## src/rtl/fpu_op_sequencer.sv

```systemverilog
`default_nettype none
// ============================================================================
// Module   : fpu_op_sequencer
// Purpose  : Multicycle READ -> EXEC -> WB sequencer between FP decode,
//            FP register file and a variable-latency FP execute unit.
// Revision : 1.0  initial release
// ============================================================================
module fpu_op_sequencer #(
    parameter int TIMEOUT = 16,
    parameter int CW      = 5
) (
    input  logic        clk,
    input  logic        reset,
    input  logic        issue_valid,
    output logic        issue_ready,
    input  logic [1:0]  issue_op,
    input  logic        issue_single,
    input  logic [3:0]  issue_rn,
    input  logic [3:0]  issue_rm,
    input  logic [3:0]  issue_rd,
    input  logic        issue_an,
    input  logic        issue_am,
    input  logic        issue_ad,
    output logic [3:0]  rf_ra1,
    output logic [3:0]  rf_ra2,
    output logic [3:0]  rf_wa3,
    output logic        rf_a1,
    output logic        rf_a2,
    output logic        rf_a3,
    output logic        rf_single,
    output logic        rf_we3,
    output logic [31:0] rf_wd3,
    input  logic [31:0] rf_rd1,
    input  logic [31:0] rf_rd2,
    output logic        fpu_start,
    output logic [1:0]  fpu_op,
    output logic        fpu_single,
    output logic [31:0] fpu_srca,
    output logic [31:0] fpu_srcb,
    input  logic        fpu_done,
    input  logic [31:0] fpu_result,
    input  logic [3:0]  fpu_nzcv,
    output logic        flags_we,
    output logic [3:0]  flags_out,
    output logic        op_done,
    output logic        timeout_err,
    output logic        busy
);

    typedef enum logic [1:0] {
        S_IDLE = 2'd0,
        S_READ = 2'd1,
        S_EXEC = 2'd2,
        S_WB   = 2'd3
    } state_t;

    localparam logic [1:0]    OP_CMP   = 2'b11;
    localparam logic [CW-1:0] CNT_LAST = CW'(TIMEOUT - 1);

    state_t        state_q, state_d;
    logic [1:0]    op_q, op_d;
    logic          single_q, single_d;
    logic [3:0]    rn_q, rn_d, rm_q, rm_d, rd_q, rd_d;
    logic          an_q, an_d, am_q, am_d, ad_q, ad_d;
    logic [31:0]   srca_q, srca_d, srcb_q, srcb_d;
    logic [31:0]   result_q, result_d;
    logic [3:0]    nzcv_q, nzcv_d;
    logic [CW-1:0] cnt_q, cnt_d;
    logic          timeout_q, timeout_d;

    always_ff @(posedge clk or negedge reset) begin
        if (!reset) begin
            state_q   <= S_IDLE;
            op_q      <= '0;
            single_q  <= 1'b0;
            rn_q      <= '0;
            rm_q      <= '0;
            rd_q      <= '0;
            an_q      <= 1'b0;
            am_q      <= 1'b0;
            ad_q      <= 1'b0;
            srca_q    <= '0;
            srcb_q    <= '0;
            result_q  <= '0;
            nzcv_q    <= '0;
            cnt_q     <= '0;
            timeout_q <= 1'b0;
        end else begin
            state_q   <= state_d;
            op_q      <= op_d;
            single_q  <= single_d;
            rn_q      <= rn_d;
            rm_q      <= rm_d;
            rd_q      <= rd_d;
            an_q      <= an_d;
            am_q      <= am_d;
            ad_q      <= ad_d;
            srca_q    <= srca_d;
            srcb_q    <= srcb_d;
            result_q  <= result_d;
            nzcv_q    <= nzcv_d;
            cnt_q     <= cnt_d;
            timeout_q <= timeout_d;
        end
    end

    always_comb begin
        state_d   = state_q;
        op_d      = op_q;
        single_d  = single_q;
        rn_d      = rn_q;
        rm_d      = rm_q;
        rd_d      = rd_q;
        an_d      = an_q;
        am_d      = am_q;
        ad_d      = ad_q;
        srca_d    = srca_q;
        srcb_d    = srcb_q;
        result_d  = result_q;
        nzcv_d    = nzcv_q;
        cnt_d     = cnt_q;
        timeout_d = 1'b0;
        case (state_q)
            S_IDLE: begin
                if (issue_valid) begin
                    op_d     = issue_op;
                    single_d = issue_single;
                    rn_d     = issue_rn;
                    rm_d     = issue_rm;
                    rd_d     = issue_rd;
                    an_d     = issue_an;
                    am_d     = issue_am;
                    ad_d     = issue_ad;
                    state_d  = S_READ;
                end
            end
            S_READ: begin
                srca_d  = rf_rd1;
                srcb_d  = rf_rd2;
                cnt_d   = '0;
                state_d = S_EXEC;
            end
            S_EXEC: begin
                cnt_d = cnt_q + 1'b1;
                // done in the launch cycle belongs to no operation of ours; done beats timeout
                if (fpu_done && (cnt_q != '0)) begin
                    result_d = fpu_result;
                    nzcv_d   = fpu_nzcv;
                    state_d  = S_WB;
                end else if (cnt_q == CNT_LAST) begin
                    timeout_d = 1'b1;
                    state_d   = S_IDLE;
                end
            end
            S_WB: begin
                state_d = S_IDLE;
            end
            default: begin
                state_d = S_IDLE;
            end
        endcase
    end

    assign issue_ready = (state_q == S_IDLE);
    assign busy        = (state_q != S_IDLE);
    assign rf_ra1      = rn_q;
    assign rf_ra2      = rm_q;
    assign rf_wa3      = rd_q;
    assign rf_a1       = an_q;
    assign rf_a2       = am_q;
    assign rf_a3       = ad_q;
    assign rf_single   = single_q;
    assign rf_we3      = (state_q == S_WB) && (op_q != OP_CMP);
    assign rf_wd3      = single_q ? result_q : {16'b0, result_q[15:0]};
    assign fpu_start   = (state_q == S_EXEC) && (cnt_q == '0);
    assign fpu_op      = op_q;
    assign fpu_single  = single_q;
    assign fpu_srca    = srca_q;
    assign fpu_srcb    = srcb_q;
    assign flags_we    = (state_q == S_WB);
    assign flags_out   = nzcv_q;
    assign op_done     = (state_q == S_WB);
    assign timeout_err = timeout_q;

endmodule
`default_nettype wire
```

## config.mk

```make
export PLATFORM = sky130hd
export DESIGN_NAME = fpu_op_sequencer
export DESIGN_NICKNAME = d
export VERILOG_FILES = /design/src/rtl/fpu_op_sequencer.sv
export SDC_FILE = /design/constraint.sdc
export NUM_CORES = 1
export LEC_CHECK = 0
export CORE_ASPECT_RATIO = 0.9
export CORE_MARGIN = 10
export CORE_UTILIZATION = 37
export DETAILED_ROUTE_END_ITERATION = 10
export PLACE_DENSITY = 0.86
export RECOVER_POWER = 100
export SETUP_SLACK_MARGIN = 0.05
export SLEW_MARGIN = 10
export SYNTH_ARGS = -nofsm -noshare
export SYNTH_HDL_FRONTEND = slang
export SYNTH_SLANG_ARGS = --single-unit
```

## constraint.sdc

```tcl
create_clock -name clk -period 2.1 [get_ports clk]
set_clock_uncertainty 0.1 [all_clocks]
set_input_delay 0.42 -clock clk [delete_from_list [all_inputs] [get_ports clk]]
set_output_delay 0.42 -clock clk [all_outputs]
set_load 0.05 [all_outputs]
```

==> results.cfg, run 1 <==
[status]
status = complete, but fails checks
violations = negative setup slack

[worst_hold_path]
holdPathStages = 1
hold_class = flip-flop to flip-flop
whs_endpoint = fpu_srca[16]
worstHoldStart = fpu_srca[16]

[finish]
nets = 728
seqCellArea_sq_um = 3150
finalNonFillerCells = 780
syn_to_final_growth_pct = 65.8
multi_input_area_sq_um = 1800
fillCellCount = 1025
drive_gt1_share_pct = 33.1

[critical_path]
regToRegEndpoint = state_q[1]
r2r_cells = 7
cp.arrival_ns = 1.79
crit_required_ns = 1.58
crit_type = flip-flop to output port
r2r_slack_ns = -0.07
cp-start-kind = flip-flop
cp_slowest_stage_delay_ns = 0.50
cp_slowest_cell = or4b_4
r2r-start = cnt_q[1]
crit_chain = inv_2 -> ha_4 -> or4b_4 -> nor2_4 -> buf_12
crit_path_max_fanout = 3
worst_setup_path_end_kind = output port

[power_and_ir_drop]
pwr-share-comb_pct = 56.0
pwr-share-clk_pct = 18.4
leakagePower_nw = 3.79
finalPower_mw = 16.6
power.density_nw_per_um2 = 1940
irDropWorstVdd_mv = 1.08
switching_power_mw = 7.75
p_seq_share_pct = 25.6
swShare_pct = 46.6
p_int_mw = 8.87

[clock_network]
cts_buffers = 17
htreeDepth = 4
clock_path_buffers = 2
cts-root-buf = clkbuf_16
clk_pin_slew_worst_paths_ns = 0.06
cts_sinks = 126
tritoncts = built
clkLatencyLatePin_ns = 0.40

[timing]
drv_slew = 0
worst_pin_slew_ns = 1.45
min_period_over_period_pct = 110
setup-tns-final_ns = -0.442
rsz0062_at_grt = yes
period_needed_ns = 2.31
hold_viol = 0
timing.final.ws_setup_ns = -0.212
max_freq_mhz = 433
slew-limit-headroom_pct = 3.33
setup_viol = 4

[yosys]
synth_edf_count = 0
yosys_most_used_dff = dfrtp_1
synth_xor_area_share_pct = 0
ys_types = 30
synthAdderAreaFrac_pct = 1.94
synth_compound_gate_area_share_pct = 1.58
syn_avg_cell_area_sq_um = 15.2
synthMuxAreaShare_pct = 26.2
yosysTopAreaCell = dfrtp_1
synthesis.area_sq_um = 5150
yosysWarnings = 0
synth_fp_nets = 469
synth_top_family_by_area = multiplexers
synthSimpleGateAreaFrac_pct = 4.71
yosys-top-cells-area = dfrtp_1 61%, mux2_2 25%, buf_4 3.1%
netlist.area_leader.share_pct = 61.2
ys_ff_latch = 126
ys_async_sr_fraction_pct = 100
syn_inst = 339
synth_most_common_cell = dfrtp_1
netlist_top_cells_count = 126 x dfrtp_1, 116 x mux2_2, 21 x buf_4
ys_seq_area_share_pct = 61.2

[global_routing]
grt-ovfl-total = 0
antenna_found_initial = 1
use_met1_pct = 15.8
grt_use_total_pct = 16.2
grt_max_degree = 55
grtUsageMet3_pct = 9.98
grt.busiest_layer = met2
grtUsageMet2_pct = 27.6
grt_pass1_wl_mm = 23.8
grt_pass1_vias = 4195

[flow_run]
cap_violations = 0

[placement]
dpl.hpwl_mm = 12.0
io_buffers = 247
place_inst = 733
gp_congestion = 0.805
place_ws_ns = 0.00809

[floorplan]
die_x_um = 144
core_area_sq_um = 13500
die_y_um = 132
io-pin-count = 248
fp.dieArea_sq_um = 19100
start_util_pct = 38.1
rows = 40

[route]
drc_errors = 0
wl_mm = 16.2
routed_via_density = 4.81
post_drt_wl_per_cell_um = 20.8
drt_first_iter_violations = 93
vias = 3750
drtPass1Iterations = 4
drtAntennaViolNets = 0
[layer usage]
metal / share of wire (%) / routed length (um)
met1: 36 / 5810
met2: 51 / 8310
met3: 12 / 1980
met4: 0.73 / 119
met5: 0 / 0
[state kept, by name, indices dropped and copies added (netlist names)]
register / count
fpu_single: 1
fpu_srcb: 32
result_q: 32
rf_ra1: 4
flags_out: 4
rf_ra2: 4
fpu_srca: 32
cnt_q: 5
timeout_err: 1
rf_wa3: 4
state_q: 2
fpu_op: 2
rf_a1: 1
rf_a2: 1
rf_a3: 1
[through the flow]
stage          hold slack, ns  cell area [sq um]  util [%]
5_1_grt                 0.408               8550      63.2
3_5_place_dp            0.250               7930      58.7
6_report                0.398               8550      63.2
3_3_place_gp            0.240               7930      58.7
4_1_cts                 0.356               8500      62.9
2_1_floorplan          0.0244               5160         -
[layout by cell type (no fill, tap or decap), drive strengths merged, types with 8 or more instances in the layout]
cell	n
clkdlybuf4s50	120
inv	8
clkbuf	45
mux2	118
ha	8
dfrtp	126
buf	40
dlygate4sd2	85
and2	16
[cell families after synthesis]
family,Yosys count
AOI/OAI and AO/OA,11
adders and majority gates,8
buffers and inverters,39
DFF,126
muxes,120
and+or+nand+nor,35
[power by group through the flow]
stage	combinational [mW]	sequential (mW)	clock (mW)
after global routing	9.71	4.42	3.23
after global placement	9.84	4.25	0
final	9.30	4.26	3.05
after detailed placement	10.0	4.34	0
after CTS	9.55	4.28	3.12
after floorplan	3.54	7.18	0
[area by class of cell]
class,instances,area share [%]
flip-flops and latches,126,36.9
diodes,1,0.0293
multi-input cells,174,21.1
clock inverters,11,1.93
well taps,168,2.46
inverters,9,0.395
clock buffers,21,5.27
repair buffers,270,32.0
[critical path, delay by kind of cell (launching register included)]
kind                     cells  cell delay (ns)
AND/OR/NAND/NOR              2             0.62
flip-flops                   1             0.41
buffers and inverters        2             0.23
adder cells (fa/ha/maj)      1             0.13
[timing repair]
action / 4_1_cts / 5_1_grt
hold endpoints to repair: 19 / 0
buffers inserted: 3 / 6
pin swaps: 2 / 3
gates resized for setup: 92 / 6
setup endpoints to repair: 93 / 40
hold buffers: 1 / 0
gates cloned: 0 / 4
[how the worst max path moves through the flow]
stage                         from  cells past startpoint  slack, ns           end
after floorplan           cnt_q[0]                      4       0.07     fpu_start
after global placement    fpu_done                      5       0.09  flags_out[3]
after detailed placement  fpu_done                      5      0.008  result_q[25]
after CTS                 cnt_q[1]                      5      -0.25     fpu_start
after global routing      cnt_q[1]                      5      -0.28     fpu_start
final                     cnt_q[1]                      5      -0.21     fpu_start
(Power assumes the default switching activity.)
==> run 2: changes to the inputs <==
--- a/config.mk
+++ b/config.mk
@@ -5,9 +5,12 @@
 export SDC_FILE = /design/constraint.sdc
 export NUM_CORES = 1
 export LEC_CHECK = 0
+export ABC_AREA = 0
+export CELL_PAD_IN_SITES_DETAIL_PLACEMENT = 0
+export CELL_PAD_IN_SITES_GLOBAL_PLACEMENT = 1
 export CORE_ASPECT_RATIO = 0.9
 export CORE_MARGIN = 10
-export CORE_UTILIZATION = 37
+export CORE_UTILIZATION = 29
 export DETAILED_ROUTE_END_ITERATION = 10
 export PLACE_DENSITY = 0.86
 export RECOVER_POWER = 100
==> constraint.sdc (replaced) <==
create_clock -name clk -period 2.09 [get_ports clk]
set_clock_uncertainty 0.1 [all_clocks]
set_input_delay 0.418 -clock clk [delete_from_list [all_inputs] [get_ports clk]]
set_output_delay 0.418 -clock clk [all_outputs]
set_load 0.05 [all_outputs]
==> results.cfg, run 2 (same netlist as run 1, synthesis figures left out) <==
[timing]
worst_pin_slew_ns = 0.960
min_period_over_period_pct = 109
hold_viol = 0
setup-tns-final_ns = -0.180
max_freq_mhz = 441
rsz0062_at_grt = yes
slew-limit-headroom_pct = 36.0
drv_slew = 0
period_needed_ns = 2.27
setup_viol = 1
timing.final.ws_setup_ns = -0.180
worst_hold_slack_ns = 0.379

[clock_network]
cts-root-buf = clkbuf_16
htreeDepth = 4
clk_pin_slew_worst_paths_ns = 0.06
clock_path_buffers = 2
tritoncts = built
cts_buffers = 17
clkLatencyLatePin_ns = 0.41
cts_sinks = 126

[status]
violations = negative setup slack
status = complete, but fails checks

[floorplan]
fp.dieArea_sq_um = 23500
io-pin-count = 248
die_y_um = 146
die_x_um = 161
core_area_sq_um = 17600
start_util_pct = 29.4
rows = 46

[route]
drc_errors = 0
drt_first_iter_violations = 81
post_drt_wl_per_cell_um = 18.9
wl_mm = 16.1
drtPass1Iterations = 4
routed_via_density = 4.39
drtAntennaViolNets = 0
vias = 3732

[power_and_ir_drop]
leakagePower_nw = 3.77
power.density_nw_per_um2 = 1960
irDropWorstVdd_mv = 1.17

[critical_path]
r2r_slack_ns = 0.11
r2r_cells = 7
regToRegEndpoint = result_q[12]
critPathBufInv = 2
worst_setup_path_end_kind = output port
crit_required_ns = 1.57
cp_slowest_cell = or4b_4
crit_family = simple AND/OR/NAND/NOR gates
cp_slowest_stage_delay_ns = 0.48
crit_chain = inv_2 -> ha_4 -> or4b_4 -> nor2_4 -> buf_12
cp-start-kind = flip-flop
crit_type = flip-flop to output port
cp.arrival_ns = 1.75
r2r-start = state_q[0]
crit_path_max_fanout = 2

[finish]
fillCellCount = 1542
layout_common_cells = 124 x dfrtp_1, 120 x clkdlybuf4s50_1, 116 x mux2_2
seqCellArea_sq_um = 3160
final_common_cell = dfrtp_1
multi_input_area_sq_um = 1830
drive_gt1_share_pct = 34.9
syn_to_final_growth_pct = 67.2
antenna_cells = 0
nets = 727

[global_routing]
antenna_found_initial = 0
grt-ovfl-total = 0
grt_pass1_vias = 4287
grt_max_degree = 58
grt_use_total_pct = 13.6
grt_pass1_wl_mm = 25.1

[placement]
dpl.hpwl_mm = 12.3
io_buffers = 247
gp_congestion = 0.753

[worst_hold_path]
hold_class = flip-flop to flip-flop
holdPathStages = 1
worstHoldStart = result_q[5]
whs_endpoint = result_q[5]

[flow_run]
cap_violations = 0
==> run 2: layout make-up <==
class,count,share of cell area [%]
multi-input combinational,174,21.2
tap,240,3.48
clock buffer,17,4.93
timing repair buffer,269,30.9
inverter,9,0.392
clock inverter,15,2.42
sequential,126,36.6
==> run 2: repair_timing <==
| action | in CTS | in global routing |
|---|---|---|
| setup endpoints to repair | 82 | 41 |
| resized for setup | 84 | 8 |
| hold endpoints to repair | 15 | 0 |
| setup buffers | 4 | 5 |
| cloned | 0 | 1 |
| hold buffers | 1 | 0 |
| pin swaps | 2 | 6 |
==> run 2: power breakdown <==
group	internal, mW	switching, mW
sequential	3.63	0.660
combinational	3.33	6.10
clock	2.01	1.17
total	8.98	7.93
==> run 2: worst register-to-register path, cell delays in order, from the launching register on <==
cell and delay [ns]:
dfrtp_1 0.42, inv_1 0.14, ha_1 0.19, inv_1 0.13, nor3_4 0.18, buf_4 0.17, clkbuf_16 0.19, mux2_2 0.34
==> run 2: how the worst max path moves through the flow <==
stage	from	endpoint	slack [ns]	cells after the start
detailed placement	fpu_done	result_q[22]	0.0002	5
floorplan	cnt_q[0]	fpu_start	0.07	4
CTS	cnt_q[1]	fpu_start	-0.23	5
global route	cnt_q[0]	fpu_start	-0.24	5
global placement	fpu_done	result_q[23]	0.03	5
finish	cnt_q[0]	fpu_start	-0.18	5
==> run 2: metal layers <==
metal / track usage [%] / vias up / part of all wire, %
met2: 21.5 / 176 / 48
met1: 15.4 / 1859 / 41
li1: - / 1683 / -
met3: 7.05 / 14 / 10
met5: 0 / - / 0
met4: 4.40 / 0 / 1.1
==> run 2: per-stage QoR <==
| stage | utilization, % | setup slack (ns) | power (mW) | cell area, sq um | cells |
|---|---|---|---|---|---|
| after global routing | 49.1 | -0.240 | 17.7 | 8620 | 850 |
| after detailed placement | 45.8 | 0.000200 | 14.5 | 8040 | 807 |
| after global placement | 45.8 | 0.0331 | 14.3 | 8040 | 807 |
| after floorplan | - | 0.0664 | 10.8 | 5160 | 339 |
| final | 49.1 | -0.180 | 16.9 | 8620 | 850 |
| after CTS | 49.2 | -0.230 | 17.3 | 8640 | 844 |
